<file path="src/rtl/led_blink_arbiter_if.sv">
// rtl/led_blink_arbiter_if.sv - requester/LED bundle shared by led_blink_arbiter and its clients
interface led_blink_arbiter_if #(
  parameter int NREQ = 4
);
  logic [NREQ-1:0]   req;
  logic [4*NREQ-1:0] count;
  logic [NREQ-1:0]   grant;
  logic              done;
  logic              led;

  modport master (output req, output count, input grant, input done, input led);
  modport slave  (input req, input count, output grant, output done, output led);
endinterface

</file>
<file path="src/rtl/led_blink_arbiter.sv">
// rtl/led_blink_arbiter.sv - arbitrates one status LED between NREQ blink-code requesters
// Optional LED_BLINK_ARB_FIXED_PRIO_EN: fixed lowest-index priority instead of round-robin.
module led_blink_arbiter #(
  parameter int NREQ      = 4,
  parameter int PRESCALE  = 2500,
  parameter int GAP_TICKS = 4
) (
  input  logic               clk,
  input  logic               rst,
  led_blink_arbiter_if.slave bus
);
  localparam int IDXW = (NREQ > 1) ? $clog2(NREQ) : 1;
  localparam int TW   = (PRESCALE > 1) ? $clog2(PRESCALE) : 1;
  localparam int GW   = $clog2(GAP_TICKS + 1);

  typedef enum logic [1:0] {S_IDLE, S_ON, S_OFF, S_GAP} state_e;

  state_e          state_q, state_d;
  logic [TW-1:0]   tick_cnt_q, tick_cnt_d;
  logic [3:0]      rem_q, rem_d;
  logic [GW-1:0]   gap_q, gap_d;
  logic [NREQ-1:0] grant_q, grant_d;
  logic            done_q, done_d;
  logic            led_q, led_d;

  logic            tick;
  logic            found;
  logic [IDXW-1:0] sel;
  logic [3:0]      sel_count;

`ifndef LED_BLINK_ARB_FIXED_PRIO_EN
  logic [IDXW-1:0] rr_ptr_q, rr_ptr_d;
  logic [IDXW:0]   cand;
`endif

  assign tick      = (state_q != S_IDLE) && (tick_cnt_q == TW'(PRESCALE - 1));
  assign sel_count = bus.count[{sel, 2'b00} +: 4];

  // First requesting index, scanning upward from the RR pointer with wrap.
  always_comb begin : arbitrate
    found = 1'b0;
    sel   = '0;
`ifdef LED_BLINK_ARB_FIXED_PRIO_EN
    for (int i = 0; i < NREQ; i++) begin
      if (!found && bus.req[i]) begin
        found = 1'b1;
        sel   = IDXW'(i);
      end
    end
`else
    cand = '0;
    for (int i = 0; i < NREQ; i++) begin
      cand = {1'b0, rr_ptr_q} + (IDXW+1)'(i);
      if (cand >= (IDXW+1)'(NREQ)) begin
        cand = cand - (IDXW+1)'(NREQ);
      end
      if (!found && bus.req[cand[IDXW-1:0]]) begin
        found = 1'b1;
        sel   = cand[IDXW-1:0];
      end
    end
`endif
  end

  always_comb begin : next_state
    state_d    = state_q;
    tick_cnt_d = tick_cnt_q;
    rem_d      = rem_q;
    gap_d      = gap_q;
`ifndef LED_BLINK_ARB_FIXED_PRIO_EN
    rr_ptr_d   = rr_ptr_q;
`endif
    if (state_q != S_IDLE) begin
      tick_cnt_d = tick ? '0 : tick_cnt_q + 1'b1;
    end
    case (state_q)
      S_IDLE: begin
        if (found) begin
          state_d    = S_ON;
          tick_cnt_d = '0;
          rem_d      = (sel_count == 4'd0) ? 4'd1 : sel_count;
`ifndef LED_BLINK_ARB_FIXED_PRIO_EN
          rr_ptr_d   = (sel == IDXW'(NREQ - 1)) ? '0 : sel + 1'b1;
`endif
        end
      end
      S_ON: begin
        if (tick) begin
          state_d = S_OFF;
          rem_d   = rem_q - 1'b1;
        end
      end
      S_OFF: begin
        if (tick) begin
          if (rem_q != 4'd0) begin
            state_d = S_ON;
          end else begin
            state_d = S_GAP;
            gap_d   = GW'(GAP_TICKS - 1);
          end
        end
      end
      S_GAP: begin
        if (tick) begin
          if (gap_q == '0) begin
            state_d = S_IDLE;
          end else begin
            gap_d = gap_q - 1'b1;
          end
        end
      end
      default: state_d = S_IDLE;
    endcase
  end

  // Outputs are computed one edge ahead so led/grant/done leave flops directly.
  always_comb begin : outputs
    led_d   = led_q;
    grant_d = grant_q;
    done_d  = 1'b0;
    case (state_q)
      S_IDLE: begin
        if (found) begin
          grant_d = NREQ'(1) << sel;
          led_d   = 1'b1;
        end
      end
      S_ON: begin
        if (tick) begin
          led_d = 1'b0;
        end
      end
      S_OFF: begin
        if (tick && (rem_q != 4'd0)) begin
          led_d = 1'b1;
        end
      end
      S_GAP: begin
        if (tick && (gap_q == '0)) begin
          grant_d = '0;
          done_d  = 1'b1;
        end
      end
      default: begin
        led_d   = 1'b0;
        grant_d = '0;
      end
    endcase
  end

  always_ff @(posedge clk or posedge rst) begin
    if (rst) begin
      state_q    <= S_IDLE;
      tick_cnt_q <= '0;
      rem_q      <= '0;
      gap_q      <= '0;
      grant_q    <= '0;
      done_q     <= 1'b0;
      led_q      <= 1'b0;
`ifndef LED_BLINK_ARB_FIXED_PRIO_EN
      rr_ptr_q   <= '0;
`endif
    end else begin
      state_q    <= state_d;
      tick_cnt_q <= tick_cnt_d;
      rem_q      <= rem_d;
      gap_q      <= gap_d;
      grant_q    <= grant_d;
      done_q     <= done_d;
      led_q      <= led_d;
`ifndef LED_BLINK_ARB_FIXED_PRIO_EN
      rr_ptr_q   <= rr_ptr_d;
`endif
    end
  end

  assign bus.grant = grant_q;
  assign bus.done  = done_q;
  assign bus.led   = led_q;
endmodule

</file>
<file path="src/flat_wrapper.sv">
// flat-port wrapper written by rule: the top's interface ports become plain ports
module led_blink_arbiter_flat 
#(
  parameter int NREQ      = 4,
  parameter int PRESCALE  = 2500,
  parameter int GAP_TICKS = 4
)
  (clk, rst, bus_req, bus_count, bus_grant, bus_done, bus_led);
  led_blink_arbiter_if #(.NREQ(NREQ)) bus_i ();
  input  logic clk;
  input  logic rst;
  input wire logic [$bits(bus_i.req)-1:0] bus_req;
  input wire logic [$bits(bus_i.count)-1:0] bus_count;
  output wire logic [$bits(bus_i.grant)-1:0] bus_grant;
  output wire logic [$bits(bus_i.done)-1:0] bus_done;
  output wire logic [$bits(bus_i.led)-1:0] bus_led;
  assign bus_i.req = bus_req;
  assign bus_i.count = bus_count;
  assign bus_grant = bus_i.grant;
  assign bus_done = bus_i.done;
  assign bus_led = bus_i.led;
  led_blink_arbiter #(.NREQ(NREQ), .PRESCALE(PRESCALE), .GAP_TICKS(GAP_TICKS)) u_core (.clk(clk), .rst(rst), .bus(bus_i));
endmodule
</file>
<file path="config.mk">
export PLATFORM = sky130hd
export DESIGN_NAME = led_blink_arbiter_flat
export DESIGN_NICKNAME = d
export VERILOG_FILES = /design/src/rtl/led_blink_arbiter_if.sv /design/src/rtl/led_blink_arbiter.sv /design/src/flat_wrapper.sv
export SDC_FILE = /design/constraint.sdc
export NUM_CORES = 1
export LEC_CHECK = 0
export ABC_AREA = 1
export BUFFER_PORTS_ARGS = -buffer_cell sky130_fd_sc_hd__buf_2
export CAP_MARGIN = 20
export CORE_AREA = 2 2 81 83
export CTS_CLUSTER_SIZE = 12
export DETAILED_ROUTE_END_ITERATION = 8
export DIE_AREA = 0 0 83 85
export PLACE_DENSITY_LB_ADDON = 0.15
export SYNTH_ARGS = -nofsm -noshare
export SYNTH_HDL_FRONTEND = slang
export SYNTH_SLANG_ARGS = --single-unit
</file>
<file path="constraint.sdc">
create_clock -name clk -period 1.95 [get_ports clk]
set_input_delay 0.2925 -clock clk [delete_from_list [all_inputs] [get_ports clk]]
set_output_delay 0.2925 -clock clk [all_outputs]
set_load 0.1 [all_outputs]
</file>
# Yosys cells after proc, flatten, opt, wreduce, memory -nomap -nowiden
# Index checks and enable logic that the tools add are counted.
[op_classes]
add_sub_neg = 11
magnitude_cmp = 8
n_eq_ne = 14
shift = 2
n_mux = 50
reduce_logical = 24
[op_table]
columns = ["operator", "count"]
rows = [
  ["$mux 12", 4],
  ["$mux 2", 15],
  ["$mux 4", 5],
  ["$pmux 4 s2", 2],
  ["$shiftx 16x5->4", 1],
  ["$ne 2x1->1 const B", 7],
  ["$mux 1", 13],
  ["$add 12x1->12 const B", 1],
  ["$eq 12x12->1 const B", 1],
  ["$lt 2x3->1 const B", 4],
  ["$mux 3", 4],
  ["$reduce_and 5->1", 2],
  ["$ge 3x3->1 const B", 3],
  ["$bmux 1 s2", 4],
  ["$pmux 2 s4", 1],
  ["$reduce_bool 2->1", 4],
  ["$sub 2x1->2 const B", 4],
  ["$add 2x2->3 const B", 2],
  ["$eq 2x2->1 const B", 3],
  ["$logic_and 1x1->1", 6],
  ["$pmux 3 s2", 1],
  ["$reduce_and 3->1", 2],
  ["$logic_not 4->1", 1],
  ["$ne 2x2->1 const B", 2],
  ["other kinds (15)", 17],
]
[totals]
ff_bits = 29
in_bits = 22
output_inout_bits = 6
word_cells = 117

# Logic depth before layout (Yosys ltp)
[depth]
ltp_word = 19
ltp_mapped = 17
depth_no_buf = 17

# Worst setup path after synthesis
# No wires, ideal clock.
[synth_path]
path_kind = "register to register"
from = "reg u_core.rr_ptr_q[0]"
to = "reg u_core.rr_ptr_q[1]"
setup_time_ps = 127
arrival_time_ps = 1593
required_time_ps = 1823
path_slack_ps = 230
stages_incl_launch_ff = 13
n_path_buf = 1
synth_period_minus_slack_ps = 1720
path_cell_list = "dfrtp_1 -> buf_6 -> nand2_2 -> nand2_4 -> nand2_4 -> nand2_4 -> nor2_8 -> nand3_1 -> nand2_4 -> inv_2 -> ha_1 -> nor2_1 -> a21oi_1"
[synth_via]
elab_chain_cells = 16
word_cells_on_any_way = 41
cone_classes = "add/sub (8); order compare (4); eq/ne (1); mux (21); reduce/logical (7)"
[synth_rtl]
columns = ["element", "line_no", "text"]
rows = [
  ["start, declared", "led_blink_arbiter.sv:32", "logic [IDXW-1:0] rr_ptr_q, rr_ptr_d;"],
  ["start signal, assigned", "led_blink_arbiter.sv:172", "rr_ptr_q <= rr_ptr_d;"],
  ["parallel branches: the longest is 16 deep, another holds $add 2x1->3", "-", ""],
]
# Several ways; the timed one is not identified. The select of a mux whose other input is x is not followed.
# A chain may end at the register's enable or synchronous reset.

# Worst setup path in the final report
[layout_path]
from = "reg u_core.rr_ptr_q[0]"
to = "reg u_core.rem_q[3]"
[layout_via]
elab_chain_cells = 19
word_cells_on_any_way = 44
cone_classes = "add/sub (7); order compare (4); eq/ne (1); shift (1); mux (23); reduce/logical (8)"
[layout_rtl]
columns = ["element", "line_no", "text"]
rows = [
  ["parallel branches: the longest is 19 deep, another holds $add 2x1->3", "-", ""],
  ["end signal, assigned", "led_blink_arbiter.sv:166", "rem_q <= rem_d;"],
  ["end, declared", "led_blink_arbiter.sv:20", "logic [3:0] rem_q, rem_d;"],
]
# Several ways; the timed one is not identified. The select of a mux whose other input is x is not followed.

==> impl_metrics.csv <==
group,metric,value,unit
worst_hold_path,hp-class,"primary input to asynchronous set/reset pin",
timing,hold_slack,0.00614,ns
grt,grt_pass1_wl,7920,µm
place,place_area,2410,µm²
critical_path,cp_common_cell,"nand2_4",
timing,final.min_clock_period,1.88,ns
cts,cts_buffers,5,
floorplan,start_util,0.342,
synthesis,ys_warn_count,0,
finish,nets,353,
critical_path,crit_path_max_fanout,8,
floorplan,core_area,6200,µm²
grt,antenna_found_initial,0,
timing,max_freq,532,MHz
pwr,combPwrFrac,0.122,
place,place.detailed.hpwl,3580,µm
outcome,outcome,"finished clean",
route,drt-initial-drc-count,66,
pwr,p_per_area,465,nW/µm²
floorplan,die_x,83,µm
synthesis,synth_cell_types,32,
cts,clockBufferDepth,2,
pwr,swShare,0.264,
pwr,seqPwrFrac,0.488,
floorplan,die_area,7060,µm²
grt,grt_max_degree,20,
pwr,p_int,907,µW
critical_path,crit_chain,"buf_6 > nand2_2 > nand2_4 > nand2_4 > nand2_4 > nor2_8 > nand3_4 > buf_6 > nand4_1 > nand3_1 > a21oi_1 > o22ai_1",
finish,syn2layout_area_growth,24.8,%
critical_path,required,2.11,ns
synthesis,synth_edf_count,0,
finish,final_common_cell,"nand2_1",
pwr,power_switching,325,µW
pwr,p_leak,1.35,nW
synthesis,yosysSeqAreaShare,0.342,
critical_path,worstPathArrival,2.04,ns
route,drc,0,
critical_path,endpoint_kind,"register",
grt,grt_pass1_vias,1794,
floorplan,rows,29,
grt,track_usage,0.137,
finish,drive_gt1_frac,0.361,
route,vias_per_cell,4.71,
finish,mostFrequentLayoutCells,"59 x nand2_1, 32 x inv_1, 27 x buf_2, 27 x dfrtp_1, 25 x nand3_1",
place,port_buffers,27,
synthesis,avgSynthCellArea,7.74,µm²
synthesis,synthesis.area,2120,µm²
timing,timing_hold_violations_final,0,
pwr,p_clk_frac,0.390,
route,via_count,1888,
cts,clkSinkCount,29,
cts,cts_tree,"yes",
critical_path,startpoint_type,"register",
synthesis,syn_inst,274,
critical_path,critPathMaxStageDelay,0.45,ns
cts,h-tree-depth,2,
job,maxCapViolCount,0,
timing,tightest_slew,0.488,ns
finish,fill_cells,646,
synthesis,synth_seq_cells,29,
timing,setup_viol,0,
timing,skew,0.00642,ns
cts,clk_pin_slew,0.07,ns
timing,finalMaxSlewViolations,0,
route,routed_wl,4610,µm
timing,slew_headroom,0.677,
floorplan,io_pins,28,
pwr,ir_worst_vdd,0.000280,V
finish,stdcell_area,2650,µm²
cts,cts_root_buf,"clkbuf_8",
finish,num_antenna_cells,0,
critical_path,slowest_stage,"dfrtp_2",
place,gp_congestion,0.772,
synthesis,synthFlopType,"dfrtp_1",
cts,clkLatencyLatePin,0.28,ns
synthesis,synthArstFlopShare,1.00,
floorplan,fp.dieH,85,µm
timing,rsz0062_at_grt,"yes",
route,final_antenna_net_count,0,
grt,grt-ovfl-total,0,
synthesis,syn-num-nets,304,
route,wire_per_inst,11.5,µm
critical_path,path_class,"register to register",
route,dr.pass1.iters,4,
timing,finalCritPeriodShare,0.964,
[Yosys cell counts (2+ instances only)]
cell type  count  area, µm²
a21oi_1       11       55.1
nor2_4         4       45.0
o21ai_0        4       20.0
nand2_4        6       67.6
nor2_1        17       63.8
nand2_2       10       62.6
a22oi_1        2       15.0
nor3_1         3       15.0
nand3_1       27        135
buf_6          3       33.8
nand3_2        5       50.1
xor2_1         6       52.6
nor2_2         5       31.3
nand4_1        5       31.3
inv_2          9       33.8
nand3_4        2       35.0
nand2_1       68        255
ha_1           8        100
inv_1         33        124
nor3b_1        3       22.5
nor3b_2        3       37.5
dfrtp_1       29        726
o21ai_1        2       10.0
[state kept, by name, summed over array words and instances, names as in the netlist]
| name | cells |
|---|---|
| u_core.bus.grant | 4 |
| u_core.rem_q | 4 |
| u_core.bus.done | 1 |
| u_core.bus.led | 1 |
| u_core.rr_ptr_q | 2 |
| u_core.state_q | 2 |
| u_core.gap_q | 3 |
| u_core.tick_cnt_q | 12 |
[metal layers]
| layer | global-route usage | vias up | part of all wire |
|---|---|---|---|
| li1 | - | 976 | - |
| met1 | 0.179 | 877 | 0.48 |
| met2 | 0.227 | 30 | 0.47 |
| met3 | 0.0321 | 5 | 0.038 |
| met4 | 0.0402 | 0 | 0.012 |
| met5 | 0 | - | 0 |
[path summary, 6_finish.rpt]
check                                          from                   to  slack (ns)  depth (start not counted)
worst max-delay path             u_core.rr_ptr_q[0]      u_core.rem_q[3]        0.07                         12
worst min-delay path                            rst    u_core.state_q[0]       0.006                          2
worst max register to register   u_core.rr_ptr_q[0]      u_core.rem_q[3]        0.07                         12
worst min register to register  u_core.bus.grant[1]  u_core.bus.grant[1]        0.51                          2
max in group asynchronous                       rst   u_core.rr_ptr_q[1]        1.30                          3
min in group clk                      bus_count[15]      u_core.rem_q[3]        0.44                          5
[through the flow]
stage | util | std cells | setup WS [ns] | power [mW] | setup TNS, ns
after CTS | 0.402 | 395 | 0.0111 | 1.24 | 0
after detailed placement | 0.388 | 387 | 0.0254 | 0.750 | 0
after global routing | 0.427 | 401 | -0.0801 | 1.30 | -0.353
final | 0.427 | 401 | 0.0698 | 1.23 | 0
after floorplan | - | 274 | 0.230 | 0.704 | 0
after global placement | 0.388 | 387 | 0.0137 | 0.750 | 0
[final cells by class]
class	instances	area [µm²]	share of cell area
flip-flops and latches	29	728	0.275
clock inverters	2	10.0	0.00378
repair buffers	44	274	0.103
repair inverters	1	7.51	0.00283
well taps	77	96.3	0.0364
multi-input cells	200	1290	0.487
clock buffers	6	72.6	0.0274
inverters	42	170	0.0642
[timing repair]
action	4_1_cts	5_1_grt
setup buffers	0	5
endpoints found under the hold margin	0	0
gates resized for setup	0	32
hold buffers	0	0
endpoints found under the setup margin	0	13
[cells by family after synthesis]
kind of cell	count (synthesis)	synth area share
AOI/OAI and AO/OA	23	0.0625
xor gates and xnor gates	7	0.0289
adders and majority gates	8	0.0472
buffers and inverters	45	0.0902
DFF	29	0.342
muxes	1	0.00531
and+or+nand+nor	161	0.424
[critical path, delay by kind of cell (launching register included)]
family                 cells  cell delay (ns)
buffers and inverters      2             0.32
DFF                        1             0.45
and+or+nand+nor            8             0.73
AOI/OAI and AO/OA          2             0.24
[power by group through the flow]
stage	combinational, mW	sequential (mW)	clock, mW
2_1_floorplan	0.0909	0.613	0
5_1_grt	0.172	0.601	0.528
3_5_place_dp	0.138	0.613	0
3_3_place_gp	0.138	0.613	0
6_report	0.150	0.602	0.481
4_1_cts	0.138	0.601	0.496
Power figures use the tool's default switching activity.
